## src/rtl/fetch_queue.sv

```systemverilog
// Instruction prefetch queue: sequential fetch to a 1-cycle imem, FIFO of instr/PC pairs, redirect flush.
// Optional FETCH_QUEUE_BYPASS_EN forwards a returning instruction straight to decode when the queue is empty.
module fetch_queue #(
    parameter int DEPTH = 4,
    parameter int WIDTH = 16
) (
    input  logic             clk,
    input  logic             reset,
    output logic             fetch_req,
    output logic [WIDTH-1:0] fetch_pc,
    input  logic [WIDTH-1:0] imem_data,
    input  logic             redirect,
    input  logic [WIDTH-1:0] redirect_pc,
    input  logic             stall,
    output logic             instr_valid,
    output logic [WIDTH-1:0] instr_out,
    output logic [WIDTH-1:0] instr_pc
);
    localparam int PW = (DEPTH > 1) ? $clog2(DEPTH) : 1;
    localparam int CW = PW + 1;
    localparam logic [CW:0] DEPTH_C = (CW+1)'(DEPTH);

    logic [WIDTH-1:0] fetch_pc_q, fetch_pc_d;
    logic             inflight_q, inflight_d;
    logic [WIDTH-1:0] inflight_pc_q, inflight_pc_d;
    logic [PW-1:0]    rd_ptr_q, rd_ptr_d;
    logic [PW-1:0]    wr_ptr_q, wr_ptr_d;
    logic [CW-1:0]    count_q, count_d;
    logic [WIDTH-1:0] last_instr_q, last_instr_d;
    logic [WIDTH-1:0] last_pc_q, last_pc_d;

    logic [WIDTH-1:0] instr_mem_q [DEPTH];
    logic [WIDTH-1:0] pc_mem_q    [DEPTH];

    logic             issue;
    logic             head_valid;
    logic             bypass_hit;
    logic             bypass_take;
    logic             push;
    logic             pop;

    // Issue credit uses registered occupancy only; a pop in this cycle does not free a slot yet.
    always_comb begin
        issue     = !reset && !redirect &&
                    (((CW+1)'(count_q) + (CW+1)'(inflight_q)) < DEPTH_C);
        fetch_req = issue;
        fetch_pc  = fetch_pc_q;
    end

    always_comb begin
        head_valid = (count_q != '0);
        bypass_hit = 1'b0;
`ifdef FETCH_QUEUE_BYPASS_EN
        bypass_hit = !head_valid && inflight_q && !redirect;
`endif
        bypass_take = bypass_hit && !stall;
        instr_valid = head_valid || bypass_hit;

        if (head_valid) begin
            instr_out = instr_mem_q[rd_ptr_q];
            instr_pc  = pc_mem_q[rd_ptr_q];
        end else if (bypass_hit) begin
            instr_out = imem_data;
            instr_pc  = inflight_pc_q;
        end else begin
            instr_out = last_instr_q;
            instr_pc  = last_pc_q;
        end

        pop  = head_valid && !stall && !redirect;
        push = inflight_q && !redirect && !bypass_take;
    end

    always_comb begin
        last_instr_d  = instr_valid ? instr_out : last_instr_q;
        last_pc_d     = instr_valid ? instr_pc  : last_pc_q;
        inflight_d    = issue;
        inflight_pc_d = issue ? fetch_pc_q : inflight_pc_q;
        fetch_pc_d    = issue ? fetch_pc_q + WIDTH'(1) : fetch_pc_q;
        rd_ptr_d      = pop  ? rd_ptr_q + PW'(1) : rd_ptr_q;
        wr_ptr_d      = push ? wr_ptr_q + PW'(1) : wr_ptr_q;
        count_d       = count_q;
        if (push && !pop) begin
            count_d = count_q + CW'(1);
        end else if (pop && !push) begin
            count_d = count_q - CW'(1);
        end
        if (redirect) begin
            fetch_pc_d = redirect_pc;
            rd_ptr_d   = '0;
            wr_ptr_d   = '0;
            count_d    = '0;
        end
    end

    always_ff @(posedge clk or posedge reset) begin
        if (reset) begin
            fetch_pc_q    <= '0;
            inflight_q    <= 1'b0;
            inflight_pc_q <= '0;
            rd_ptr_q      <= '0;
            wr_ptr_q      <= '0;
            count_q       <= '0;
            last_instr_q  <= '0;
            last_pc_q     <= '0;
        end else begin
            fetch_pc_q    <= fetch_pc_d;
            inflight_q    <= inflight_d;
            inflight_pc_q <= inflight_pc_d;
            rd_ptr_q      <= rd_ptr_d;
            wr_ptr_q      <= wr_ptr_d;
            count_q       <= count_d;
            last_instr_q  <= last_instr_d;
            last_pc_q     <= last_pc_d;
        end
    end

    always_ff @(posedge clk) begin
        if (push) begin
            instr_mem_q[wr_ptr_q] <= imem_data;
            pc_mem_q[wr_ptr_q]    <= inflight_pc_q;
        end
    end
endmodule

```

## config.mk

```make
export PLATFORM = sky130hd
export DESIGN_NAME = fetch_queue
export DESIGN_NICKNAME = d
export VERILOG_FILES = /design/src/rtl/fetch_queue.sv
export SDC_FILE = /design/constraint.sdc
export NUM_CORES = 1
export LEC_CHECK = 0
export CELL_PAD_IN_SITES_DETAIL_PLACEMENT = 0
export CELL_PAD_IN_SITES_GLOBAL_PLACEMENT = 2
export CORE_ASPECT_RATIO = 0.6
export CORE_UTILIZATION = 38
export DETAILED_ROUTE_END_ITERATION = 6
export PLACE_DENSITY_LB_ADDON = 0.1
export SYNTH_ARGS = -nofsm -noshare
export SYNTH_HDL_FRONTEND = slang
export SYNTH_SLANG_ARGS = --single-unit
```

## constraint.sdc

```tcl
create_clock -name clk -period 2.35 [get_ports clk]
set_input_delay 0.47 -clock clk [delete_from_list [all_inputs] [get_ports clk]]
set_output_delay 0.47 -clock clk [all_outputs]
set_load 0.05 [all_outputs]
```

After elaboration in Yosys (flattened, before gate mapping) --
Memory sizes are Yosys's and may differ from the RTL's. Index checks and enable logic that the tools add are counted.
Word-level totals: bits in registers 72, bits in latches 0, memory bits (writable) 128, ROM bits 0, bits of input ports 36, output and inout port bits 50, word-level logic and storage cells 47, memories 2
Operators by class: add/sub/neg operators 6, $mul 0, divide/modulo/power cells 0, order comparisons 1, eq/ne operators 0, shifts and indexed selects 0, mux-type cells 13, bitwise operators 0, reduce and logical (&&, ||, !) cells 17
Memory list:
- instr_mem_q | words 4, bits a word 16, read ports 1, clocked after memory_dff 0, wr ports 1, RTL line 32 | logic [WIDTH-1:0] instr_mem_q [DEPTH];
- pc_mem_q | words 4, bits a word 16, read ports 1, clocked after memory_dff 0, wr ports 1, RTL line 33 | logic [WIDTH-1:0] pc_mem_q [DEPTH];
Operators with widths (number):
- 16-bit 2-to-1 mux | 4
- 16-bit by 1-bit adder with 16-bit output, second input constant | 1
- 3-bit 2-to-1 mux | 3
- 2-bit 2-to-1 mux | 4
- 1-bit logical AND | 7
- 2-bit nonzero test | 3
- 3-bit nonzero test | 2
- 1-bit logical NOT | 5
- 2-bit by 1-bit adder with 2-bit output, second input constant | 2
- 3-bit by 1-bit adder with 4-bit output | 1
- 4-bit by 3-bit < comparator with 1-bit output, second input constant | 1
- 3-bit by 1-bit adder with 3-bit output, second input constant | 1
- 3-bit by 1-bit subtractor with 3-bit output, second input constant | 1
- 1-bit 2-to-1 mux | 2

Depth between registers and ports, before layout --
Gate-level depths: netlist (run 1).
depth after elaboration 7, gate-level depth with buffers 9, mapped depth without buffers 8

Least setup slack after synthesis (run 1) --
Ideal clock, no wire load.
kind register to output, start register rd_ptr_q[0], end output instr_out[10], arrival 1.873 ns, data required time 1.880 ns, path slack 0.007 ns, cell stages (with the launch flop) 5, cells stage by stage dfrtp_1 clkbuf_1 buf_2 mux4_2 mux2_2
Between the ends: word-level cells in the longest chain between the ends 2
RTL lines:
- start: declaration | RTL line 26 | logic [PW-1:0] rd_ptr_q, rd_ptr_d;
- start signal: assignment | RTL line 110 | rd_ptr_q <= rd_ptr_d;
- memory read 4 x 16 bit
- 16-bit 2-to-1 mux | RTL line 59 | if (head_valid) begin
- end: declaration | RTL line 16 | output logic [WIDTH-1:0] instr_out,
Every way passes these cells.

Worst setup path after layout (run 1) --
start register rd_ptr_q[0], end output instr_pc[5]
Between the ends: word-level cells in the longest chain between the ends 2
RTL lines:
- memory read 4 x 16 bit
- 16-bit 2-to-1 mux | RTL line 59
- end: declaration | RTL line 17 | output logic [WIDTH-1:0] instr_pc
Every way passes these cells.

==> flow_summary.yaml, run 1 <==
cells_and_area:
  antennaDiodeCount: 0
  utilization: 0.505
  area_growth_pct: 30.1
  mostFrequentLayoutCells: "edfxtp_1, dfrtp_1, mux2_2, clkdlybuf4s50_1, mux4_2"
  final_common_cell: "edfxtp_1"
  final_net_count: 626
  multi_input_comb_area_um2: 2480
  nFillCells: 1765
  drive_gt1_frac: 0.395
  register_area_um2: 5650
synth:
  synth-simple-area-share: 0.0409
  synthFlopType: "edfxtp_1"
  synth_mux_area_frac: 0.206
  synth_xor_area_frac: 0.0118
  ys_async_sr_fraction: 0.360
  synth-compound-area-share: 0.0230
  syn_area_um2: 8160
  synth_top_family_by_area: "multiplexers"
  syn_inst: 456
  synth-seq-cells: 200
  synth_cell_types: 35
  ys_warn_count: 0
  syn_nets: 498
  synth_seq_area_share: 0.692
  synth_fa_ha_area_frac: 0.0101
  synth_edf_count: 128
  avgSynthCellArea_um2: 17.9
placed_design:
  hpwl_um: 10200
  io_buffers: 85
  globalplace.congestion: 0.689
die:
  io_pins: 86
  rows: 41
  die_area_um2: 22100
  die_y_um: 116
  design.core.area_um2: 21000
  fp.dieW_um: 191
  start_util: 0.388
route:
  top_layer: "met4"
  firstDrtPassIters: 6
  vias: 4330
  via_per_inst: 4.94
  wl_per_cell_um: 18.7
  m1WireLength_um: 8030
  drc: 0
  drt_wl_total_um: 16400
  wl_met3_um: 527
  drt_iter0_markers: 188
  met2_length_um: 7600
  antenna_left: 0
global_route:
  track_usage: 0.160
  antenna_found_initial: 0
  overflow: 0
  grt_pass1_wl_um: 25800
  grt_pass1_vias: 4548
  grt_start_max_net_pins: 39
worst_setup_path:
  reg2reg_to: "count_q[2]$_DFFE_PP0P_"
  worst_setup_path_start_kind: "flip-flop"
  crit_required_ns: 1.88
  reg2reg_from: "count_q[2]$_DFFE_PP0P_"
  cp_max_fo: 5
  setup.reg_to_reg.worst_slack_ns: 0.09
  critPathKind: "reg -> out"
  r2r_cells: 11
  worstPathArrival_ns: 2.09
  crit_path_end_kind: "output pin"
sta:
  post-route-min-period_ns: 2.56
  fin_skew_ns: 0.00515
  rsz0062_at_grt: "true"
  drv_slew: 0
  setup_violations: 32
  final-hold-violation-count: 0
  worst_pin_slew_ns: 0.536
  min_period_over_period: 1.09
  slew_headroom: 0.642
  clock.fmax_mhz: 390
  fin_ws_ns: -0.212
clock_network:
  clockRootBuffer: "clkbuf_16"
  cts.clk_slew.worst_paths_ns: 0.07
  cts_tree: "built"
  numClockSinks: 200
  clock_path_buffers: 2
  htreeDepth: 4
  numCtsBuffers: 17
  clkLatencyLatePin_ns: 0.43
run_status:
  failed_checks: "setup timing"
  outcome: "finished with violations"
hold_path:
  hp-start: "last_instr_q[5]$_DFFE_PP0N_"
  min_path_type: "reg -> reg"
  min_to: "last_instr_q[5]$_DFFE_PP0N_"
  min_path_cells: 1
power_and_ir_drop:
  p_per_area_nw_per_um2: 1360
  ir_worst_vdd_mv: 0.803
  p_leak_uw: 0.00390
  power.total_uw: 14400
flow_run:
  drv_cap: 0
## synthesized netlist by cell type (2+ instances only)
cell type	count	area, µm²
a31oi_1	6	37.5
and2_1	6	37.5
and3_1	2	12.5
and4_1	2	17.5
buf_2	10	50.1
clkbuf_1	13	48.8
dfrtp_1	72	1800
edfxtp_1	128	3840
ha_1	5	62.6
inv_1	8	30.0
mux2_2	82	923
mux2i_1	4	40.0
mux4_2	32	721
nand2_1	15	56.3
nand3_1	5	25.0
nand4_1	3	18.8
nor2_1	16	60.1
nor2b_1	2	12.5
nor4_1	2	12.5
o21ai_0	14	70.1
o31a_1	2	17.5
or3_1	5	31.3
xnor2_1	6	52.6
xor2_1	5	43.8
## cells by family (layout without fill, tap and decap cells)
logic type / count (synthesis) / in the layout
multiplexers: 118 / 118
adder cells (fa/ha/maj): 6 / 6
AND/OR/NAND/NOR: 63 / 63
AO/OA/AOI/OAI: 27 / 27
flip-flops: 200 / 200
buffers and inverters: 31 / 172
XOR/XNOR: 11 / 11
## what timing repair did
item	in CTS	in global routing
gates cloned	2	1
pin swaps	2	1
gates resized for setup	37	38
hold endpoints to repair	0	0
setup endpoints to repair	33	34
setup buffers	9	4
hold buffers	0	0
## worst max-delay path by stage
stage                                       start                        to  slack, ns  cells after the start
after floorplan           rd_ptr_q[0]$_DFFE_PP0P_             instr_out[10]      0.007                      4
after global placement                      reset                 fetch_req       0.04                      5
after detailed placement                    reset  fetch_pc[15]$_DFFE_PP0P_       0.03                      5
after CTS                 rd_ptr_q[0]$_DFFE_PP0P_             instr_out[12]      -0.24                      5
after global routing      rd_ptr_q[0]$_DFFE_PP0P_              instr_out[9]      -0.26                      5
final                     rd_ptr_q[0]$_DFFE_PP0P_               instr_pc[5]      -0.21                      5
## layout make-up
cell class / count / area share
clock buffer: 25 / 0.0476
clock inverter: 7 / 0.00401
inverter: 8 / 0.00295
multi-input combinational: 225 / 0.234
sequential: 200 / 0.532
tap: 279 / 0.0329
timing repair buffer: 132 / 0.146
## per-layer routing
metal / global-route usage / up-vias
li1: - / 2019
met1: 0.221 / 2237
met2: 0.252 / 59
met3: 0.0318 / 15
met4: 0.0619 / 0
met5: 0 / -
## critical path, stage by stage (launching register included)
cell and delay (ns):
dfrtp_2 0.39, buf_6 0.14, buf_12 0.13, mux4_2 0.55, mux2_4 0.30, buf_6 0.15
## stage by stage
stage | worst slack, ns | cell area (µm²) | hold WS, ns | TNS, ns | std cells
floorplan | 0.00726 | 8160 | 0.472 | 0 | 456
CTS | -0.240 | 10400 | 0.503 | -6.56 | 871
finish | -0.212 | 10600 | 0.505 | -5.56 | 876
global route | -0.261 | 10600 | 0.514 | -7.45 | 876
detailed placement | 0.0260 | 9600 | 0.488 | 0 | 828
global placement | 0.0379 | 9600 | 0.482 | 0 | 828
## registers in the layout (all words and copies together) (netlist names)
name	flops
count_q	3
pc_mem_q	64
wr_ptr_q	2
last_pc_q	16
inflight_q	1
inflight_pc_q	16
fetch_pc	16
last_instr_q	16
rd_ptr_q	2
instr_mem_q	64
## report_power, final
part	leakage, µW	internal, µW	switching [µW]
Combinational	0.00163	3390	3470
Clock	0.000269	1490	1230
Sequential	0.00201	4450	397
Note: power is estimated with default switching activity, not from simulation.
==> inputs of run 2 (changes only) <==
--- a/config.mk
+++ b/config.mk
@@ -11,6 +11,7 @@
 export CORE_UTILIZATION = 38
 export DETAILED_ROUTE_END_ITERATION = 6
 export PLACE_DENSITY_LB_ADDON = 0.1
+export SKIP_LAST_GASP = 1
 export SYNTH_ARGS = -nofsm -noshare
 export SYNTH_HDL_FRONTEND = slang
 export SYNTH_SLANG_ARGS = --single-unit
==> results of run 2 <==
Same layout as run 1: the final DEF is identical, and so are final timing and power.
Main changes from that run: number of gates resized after CTS 37 -> 34; via count of the first global-routing pass 4548 -> 4547; met2 usage 0.252 -> 0.251
